[config.mk]
export PLATFORM = sky130hd
export DESIGN_NAME = eaglesong_bit_matrix_step_flat
export DESIGN_NICKNAME = d
export VERILOG_FILES = /design/src/rtl/eaglesong_pkg.sv /design/src/rtl/eaglesong_bit_matrix_step_if.sv /design/src/rtl/eaglesong_bm_column.sv /design/src/rtl/eaglesong_bit_matrix_step.sv /design/src/flat_wrapper.sv
export SDC_FILE = /design/constraint.sdc
export NUM_CORES = 2
export LEC_CHECK = 0
export BUFFER_PORTS_ARGS = -buffer_cell sky130_fd_sc_hd__buf_2
export CAP_MARGIN = 20
export CORE_AREA = 2 2 396 398
export CTS_BUF_LIST = sky130_fd_sc_hd__clkbuf_8
export DETAILED_ROUTE_END_ITERATION = 7
export DIE_AREA = 0 0 398 400
export HOLD_SLACK_MARGIN = 0.06
export SETUP_SLACK_MARGIN = 0.1
export SYNTH_ARGS = -nofsm -noshare
export SYNTH_HDL_FRONTEND = slang
export SYNTH_SLANG_ARGS = --single-unit
[constraint.sdc]
create_clock -name clk -period 31.2 [get_ports clk]
set_input_delay 1.56 -clock clk [delete_from_list [all_inputs] [get_ports clk]]
set_output_delay 1.56 -clock clk [all_outputs]
set_load 0.01 [all_outputs]
[src/rtl/eaglesong_pkg.sv]
// Shared Eaglesong constants and the bit-matrix step FSM encoding.
// Imported by the step top, its column mixer and the handshake interface.
package eaglesong_pkg;

    localparam int EAGLESONG_NUM_WORDS = 16;
    localparam int EAGLESONG_WORD_W = 32;

    localparam logic [255:0] EAGLESONG_BIT_MATRIX =
        256'h47d7643c321e190fcb50a5a892d4896a84b5458de511755ffd78bebc9f5e8faf;

    typedef enum logic [1:0] {
        IDLE    = 2'd0,
        COMPUTE = 2'd1,
        DONE    = 2'd2
    } bm_state_t;

endpackage

[src/rtl/eaglesong_bit_matrix_step_if.sv]
// Valid/ready bundle for one Eaglesong state in and one mixed state out.
// The block is the slave side; the round logic driving it is the master.
interface eaglesong_bit_matrix_step_if
    import eaglesong_pkg::*;
#(
    parameter int WORD_W = EAGLESONG_WORD_W
);

    logic                                  in_valid;
    logic                                  in_ready;
    logic [EAGLESONG_NUM_WORDS*WORD_W-1:0] in_state;
    logic                                  out_valid;
    logic                                  out_ready;
    logic [EAGLESONG_NUM_WORDS*WORD_W-1:0] out_state;
    logic                                  busy;

    modport master (
        output in_valid, in_state, out_ready,
        input  in_ready, out_valid, out_state, busy
    );

    modport slave (
        input  in_valid, in_state, out_ready,
        output in_ready, out_valid, out_state, busy
    );

endinterface

[src/rtl/eaglesong_bm_column.sv]
// One output word of the GF(2) bit-matrix mix: XOR of the input
// words selected by a 16-bit matrix column.
module eaglesong_bm_column
    import eaglesong_pkg::*;
#(
    parameter int WORD_W = EAGLESONG_WORD_W
) (
    input  logic [EAGLESONG_NUM_WORDS*WORD_W-1:0] words,
    input  logic [EAGLESONG_NUM_WORDS-1:0]        column,
    output logic [WORD_W-1:0]                     word
);

    always_comb begin
        word = '0;
        for (int k = 0; k < EAGLESONG_NUM_WORDS; k++) begin
            if (column[k]) word = word ^ words[k*WORD_W +: WORD_W];
        end
    end

endmodule

[src/rtl/eaglesong_bit_matrix_step.sv]
// Iterative Eaglesong bit-matrix step, OUTS_PER_CYCLE words per cycle.
// Optional EAGLESONG_BM_LOADABLE_EN adds a writable matrix register.
module eaglesong_bit_matrix_step
    import eaglesong_pkg::*;
#(
    parameter int           WORD_W         = EAGLESONG_WORD_W,
    parameter int           OUTS_PER_CYCLE = 4,
    parameter logic [255:0] MATRIX         = EAGLESONG_BIT_MATRIX
) (
    input  logic clk,
    input  logic reset,
`ifdef EAGLESONG_BM_LOADABLE_EN
    input  logic         mat_wr_en,
    input  logic [255:0] mat_wr_data,
`endif
    eaglesong_bit_matrix_step_if.slave bus
);

    localparam int N      = EAGLESONG_NUM_WORDS;
    localparam int P      = OUTS_PER_CYCLE;
    localparam int GROUPS = N / P;
    localparam int CW     = (GROUPS > 1) ? $clog2(GROUPS) : 1;
    localparam logic [CW-1:0] LAST = CW'(GROUPS - 1);

    if (P != 1 && P != 2 && P != 4 && P != 8 && P != 16) begin : g_bad_p
        $error("OUTS_PER_CYCLE must be 1, 2, 4, 8 or 16");
    end

    bm_state_t           state;
    bm_state_t           state_next;
    logic                accept;
    logic [CW-1:0]       cnt;
    logic [N*WORD_W-1:0] latch;
    logic [WORD_W-1:0]   out_q [N];
    logic [255:0]        mat;
    logic [3:0]          col_idx [P];
    logic [WORD_W-1:0]   col_word [P];

`ifdef EAGLESONG_BM_LOADABLE_EN
    // A write racing an accepted state is dropped so a pass never mixes matrices.
    always_ff @(posedge clk or posedge reset) begin
        if (reset) begin
            mat <= MATRIX;
        end else if (state == IDLE && mat_wr_en && !bus.in_valid) begin
            mat <= mat_wr_data;
        end
    end
`else
    assign mat = MATRIX;
`endif

    always_ff @(posedge clk or posedge reset) begin
        if (reset) state <= IDLE;
        else       state <= state_next;
    end

    always_comb begin
        state_next    = state;
        bus.in_ready  = 1'b0;
        bus.out_valid = 1'b0;
        bus.busy      = 1'b0;
        accept        = 1'b0;
        unique case (state)
            IDLE: begin
                bus.in_ready = 1'b1;
                accept       = bus.in_valid;
                if (accept) state_next = COMPUTE;
            end
            COMPUTE: begin
                bus.busy = 1'b1;
                if (cnt == LAST) state_next = DONE;
            end
            DONE: begin
                bus.busy      = 1'b1;
                bus.out_valid = 1'b1;
                if (bus.out_ready) state_next = IDLE;
            end
            default: state_next = IDLE;
        endcase
    end

    always_ff @(posedge clk or posedge reset) begin
        if (reset) begin
            cnt   <= '0;
            latch <= '0;
            for (int j = 0; j < N; j++) out_q[j] <= '0;
        end else if (accept) begin
            cnt   <= '0;
            latch <= bus.in_state;
        end else if (state == COMPUTE) begin
            if (cnt != LAST) cnt <= cnt + CW'(1);
            for (int l = 0; l < P; l++) begin
                out_q[col_idx[l]] <= col_word[l];
            end
        end
    end

    for (genvar l = 0; l < P; l++) begin : g_lane
        logic [N-1:0] column;

        assign col_idx[l] = 4'(int'(cnt) * P + l);

        always_comb begin
            column = '0;
            for (int k = 0; k < N; k++) begin
                column[k] = mat[k*N + int'(col_idx[l])];
            end
        end

        eaglesong_bm_column #(
            .WORD_W (WORD_W)
        ) u_col (
            .words  (latch),
            .column (column),
            .word   (col_word[l])
        );
    end

    always_comb begin
        bus.out_state = '0;
        for (int j = 0; j < N; j++) begin
            bus.out_state[j*WORD_W +: WORD_W] = out_q[j];
        end
    end

endmodule

[src/flat_wrapper.sv]
// flat-port wrapper written by rule: the top's interface ports become plain ports
module eaglesong_bit_matrix_step_flat import eaglesong_pkg::*;
#(
    parameter int           WORD_W         = EAGLESONG_WORD_W,
    parameter int           OUTS_PER_CYCLE = 4,
    parameter logic [255:0] MATRIX         = EAGLESONG_BIT_MATRIX
)
  (clk, reset, bus_in_valid, bus_in_state, bus_out_ready, bus_in_ready, bus_out_valid, bus_out_state, bus_busy);
  eaglesong_bit_matrix_step_if #(.WORD_W(WORD_W)) bus_i ();
  input  logic clk;
  input  logic reset;
  input wire logic [$bits(bus_i.in_valid)-1:0] bus_in_valid;
  input wire logic [$bits(bus_i.in_state)-1:0] bus_in_state;
  input wire logic [$bits(bus_i.out_ready)-1:0] bus_out_ready;
  output wire logic [$bits(bus_i.in_ready)-1:0] bus_in_ready;
  output wire logic [$bits(bus_i.out_valid)-1:0] bus_out_valid;
  output wire logic [$bits(bus_i.out_state)-1:0] bus_out_state;
  output wire logic [$bits(bus_i.busy)-1:0] bus_busy;
  assign bus_i.in_valid = bus_in_valid;
  assign bus_i.in_state = bus_in_state;
  assign bus_i.out_ready = bus_out_ready;
  assign bus_in_ready = bus_i.in_ready;
  assign bus_out_valid = bus_i.out_valid;
  assign bus_out_state = bus_i.out_state;
  assign bus_busy = bus_i.busy;
  eaglesong_bit_matrix_step #(.WORD_W(WORD_W), .OUTS_PER_CYCLE(OUTS_PER_CYCLE), .MATRIX(MATRIX)) u_core (.clk(clk), .reset(reset), .bus(bus_i));
endmodule
==> impl_metrics.json <==
{
  "cts_max_level": 4,
  "synth_compound_area_share_pct": 3.75,
  "yosys_most_used_dff": "dfrtp_1",
  "synth_cells": 5364,
  "max_freq_ghz": 0.180,
  "status": "finished clean",
  "synth-seq-cells": 1028,
  "final_util_pct": 44.7,
  "design.core.area_um2": 155000,
  "nets": 6892,
  "arrival_ps": 6260,
  "cts.sinks": 1028,
  "layout_min_cycle_time_ps": 5560,
  "critPathMaxFanout": 143,
  "drt_first_pass_iters": 5,
  "ctsHoldBuffers": 0,
  "met3_usage_pct": 6.36,
  "grt_pass1_wl_mm": 291,
  "num_vias": 42294,
  "fin_setup_tns_ps": 0,
  "synth.area.mux_share_pct": 17.5,
  "synth-edff-count": 0,
  "startpoint_type": "flop",
  "finalHoldViolations": 0,
  "met2_usage_pct": 40.6,
  "synth.most_common_cell": "xnor2_1",
  "grt_overflow": 0,
  "drt.antenna.violating_nets": 0,
  "finalSetupViolations": 0,
  "wl_per_cell_um": 23.6,
  "synth.distinct_cells": 25,
  "regArea_um2": 25700,
  "netlist_area_um2": 58200,
  "gp_congestion": 0.869,
  "place.detailed.hpwl_mm": 152,
  "synth-adder-area-share_pct": 0.172,
  "yosys.area_share.simple_pct": 9.61,
  "yosys_warnings": 0,
  "criticalPathCategory": "reg -> reg",
  "rsz0062_at_grt": "false",
  "post_cts_buffers": 0,
  "die_y_um": 400,
  "viasPerCell": 4.92,
  "postSynth.asyncResetShare_pct": 100,
  "cts_tree": "yes",
  "cts_buffers": 178,
  "min_path_type": "reg -> reg",
  "grt_pass1_vias": 41912,
  "clock_latency_ps": 930,
  "synth_top_family_by_area": "XOR/XNOR gates",
  "syn_avg_cell_area_um2": 10.8,
  "drt-initial-drc-count": 2323,
  "synth_commonest_cells": "xnor2_1 (1,204), dfrtp_1 (1,028), mux2_2 (722)",
  "cts_root_buf": "clkbuf_8",
  "place_area_um2": 65300,
  "tightest_slew_ps": 1300,
  "multiInputGateArea_um2": 31100,
  "io_buffers": 1030,
  "synth_top_area_share_pct": 44.2,
  "yosysTopAreaCell": "dfrtp_1",
  "drt_wl_total_mm": 203,
  "synth_nets": 5888,
  "grt_usage_pct": 24.9,
  "grt.busiest_layer": "met2",
  "placementRows": 145,
  "drc": 0,
  "cts_resized": 0,
  "end_kind": "flop",
  "initial_utilization_pct": 37.5,
  "max-cap-violations": 0,
  "met1_usage_pct": 32.0,
  "area_growth_pct": 19.3,
  "cp.required_ps": 31900,
  "antenna_found_initial": 86,
  "final-max-slew-violation-count": 0,
  "fill_cells": 14920,
  "cts_buffer_depth": 3,
  "synthTopCellsByArea": "dfrtp_1 (44%), xnor2_1 (18%), mux2_2 (14%)",
  "drive_above_1_share_pct": 32.8,
  "clk_pin_slew_ps": 60,
  "synthXorXnorAreaFrac_pct": 22.2,
  "seq_area_frac_synth_pct": 44.2,
  "slew_headroom_pct": 13.3,
  "die_w_um": 398,
  "worst_clock_skew_ps": 70.8,
  "postLayoutCellArea_um2": 69400,
  "fin_crit_sh_pct": 17.8,
  "die-area_um2": 159000,
  "grt_max_degree": 175,
  "pin_count": 1031
}
[routing by layer]
metal	wire length, µm	vias to the layer above
met4	5480	48
met3	14300	332
li1	-	19579
met1	86200	21044
met2	96700	1291
met5	310	-
[layout by cell type, fill, tap and decap left out, drive strengths merged]
cell type and count:
a21oi 83, clkbuf 225, bufinv 10, xnor2 1206, diode 38, xor2 226, inv 59, mux2i 203
clkinv 24, mux2 722, nand2 711, nor2b 227, xnor3 17, and2 1, a21boi 1, nand2b 169
dfrtp 1028, o21ai 351, nor2 117, buf 1111, ha 8, clkinvlp 3
[state kept, by name, summed over array words and instances (netlist names)]
signal,cells
u_core.cnt,2
u_core.latch,512
u_core.state,2
u_core.bus.out_state,512
[layout make-up]
type	instances	area share, %
Antenna cell	38	0.137
Tap cell	2058	3.71
Timing Repair Buffer	1111	8.55
Sequential cell	1028	37.1
Inverter	7	0.0523
Multi-Input combinational cell	4042	44.9
Clock buffer	225	4.46
Clock inverter	89	1.09
[cell families after synthesis]
group / count (synthesis)
AOI/OAI and AO/OA: 435
buffers and inverters: 294
and+or+nand+nor: 1225
DFF: 1028
xor gates and xnor gates: 1449
adders and majority gates: 8
muxes: 925
[per-stage QoR]
step	setup WS [ps]	hold slack, ps	std cells
after global routing	25410	491	8585
after CTS	25540	478	8554
after floorplan	710	506	5364
after global placement	25280	455	8239
after detailed placement	25290	465	8240
final	25640	473	8598
[final timing paths]
kind                                                         end  cells past startpoint                                  start  slack (ps)
setup / recovery           u_core.bus.out_state[214]$_DFFE_PP0P_                     11              u_core.cnt[1]$_DFFE_PP0P_       25640
hold / removal             u_core.bus.out_state[150]$_DFFE_PP0P_                      2  u_core.bus.out_state[150]$_DFFE_PP0P_         470
setup reg to reg           u_core.bus.out_state[214]$_DFFE_PP0P_                     11              u_core.cnt[1]$_DFFE_PP0P_       25640
hold reg to reg            u_core.bus.out_state[150]$_DFFE_PP0P_                      2  u_core.bus.out_state[150]$_DFFE_PP0P_         470
max in group asynchronous  u_core.bus.out_state[504]$_DFFE_PP0P_                      8                                  reset       27030
min in group asynchronous  u_core.bus.out_state[439]$_DFFE_PP0P_                      2                                  reset         770
[worst max-delay path, cell delays in order (launching register included)]
cell and delay [ps]:
dfrtp_4 970, buf_4 730, inv_1 350, ha_4 260, buf_12 220, buf_4 580
nand2b_1 270, xnor2_1 140, xnor2_1 270, xnor2_1 130, xnor2_1 840, o21ai_0 220
Power is not shown: default switching activity piles up to over one toggle a cycle in this logic, so the estimate is an artifact.
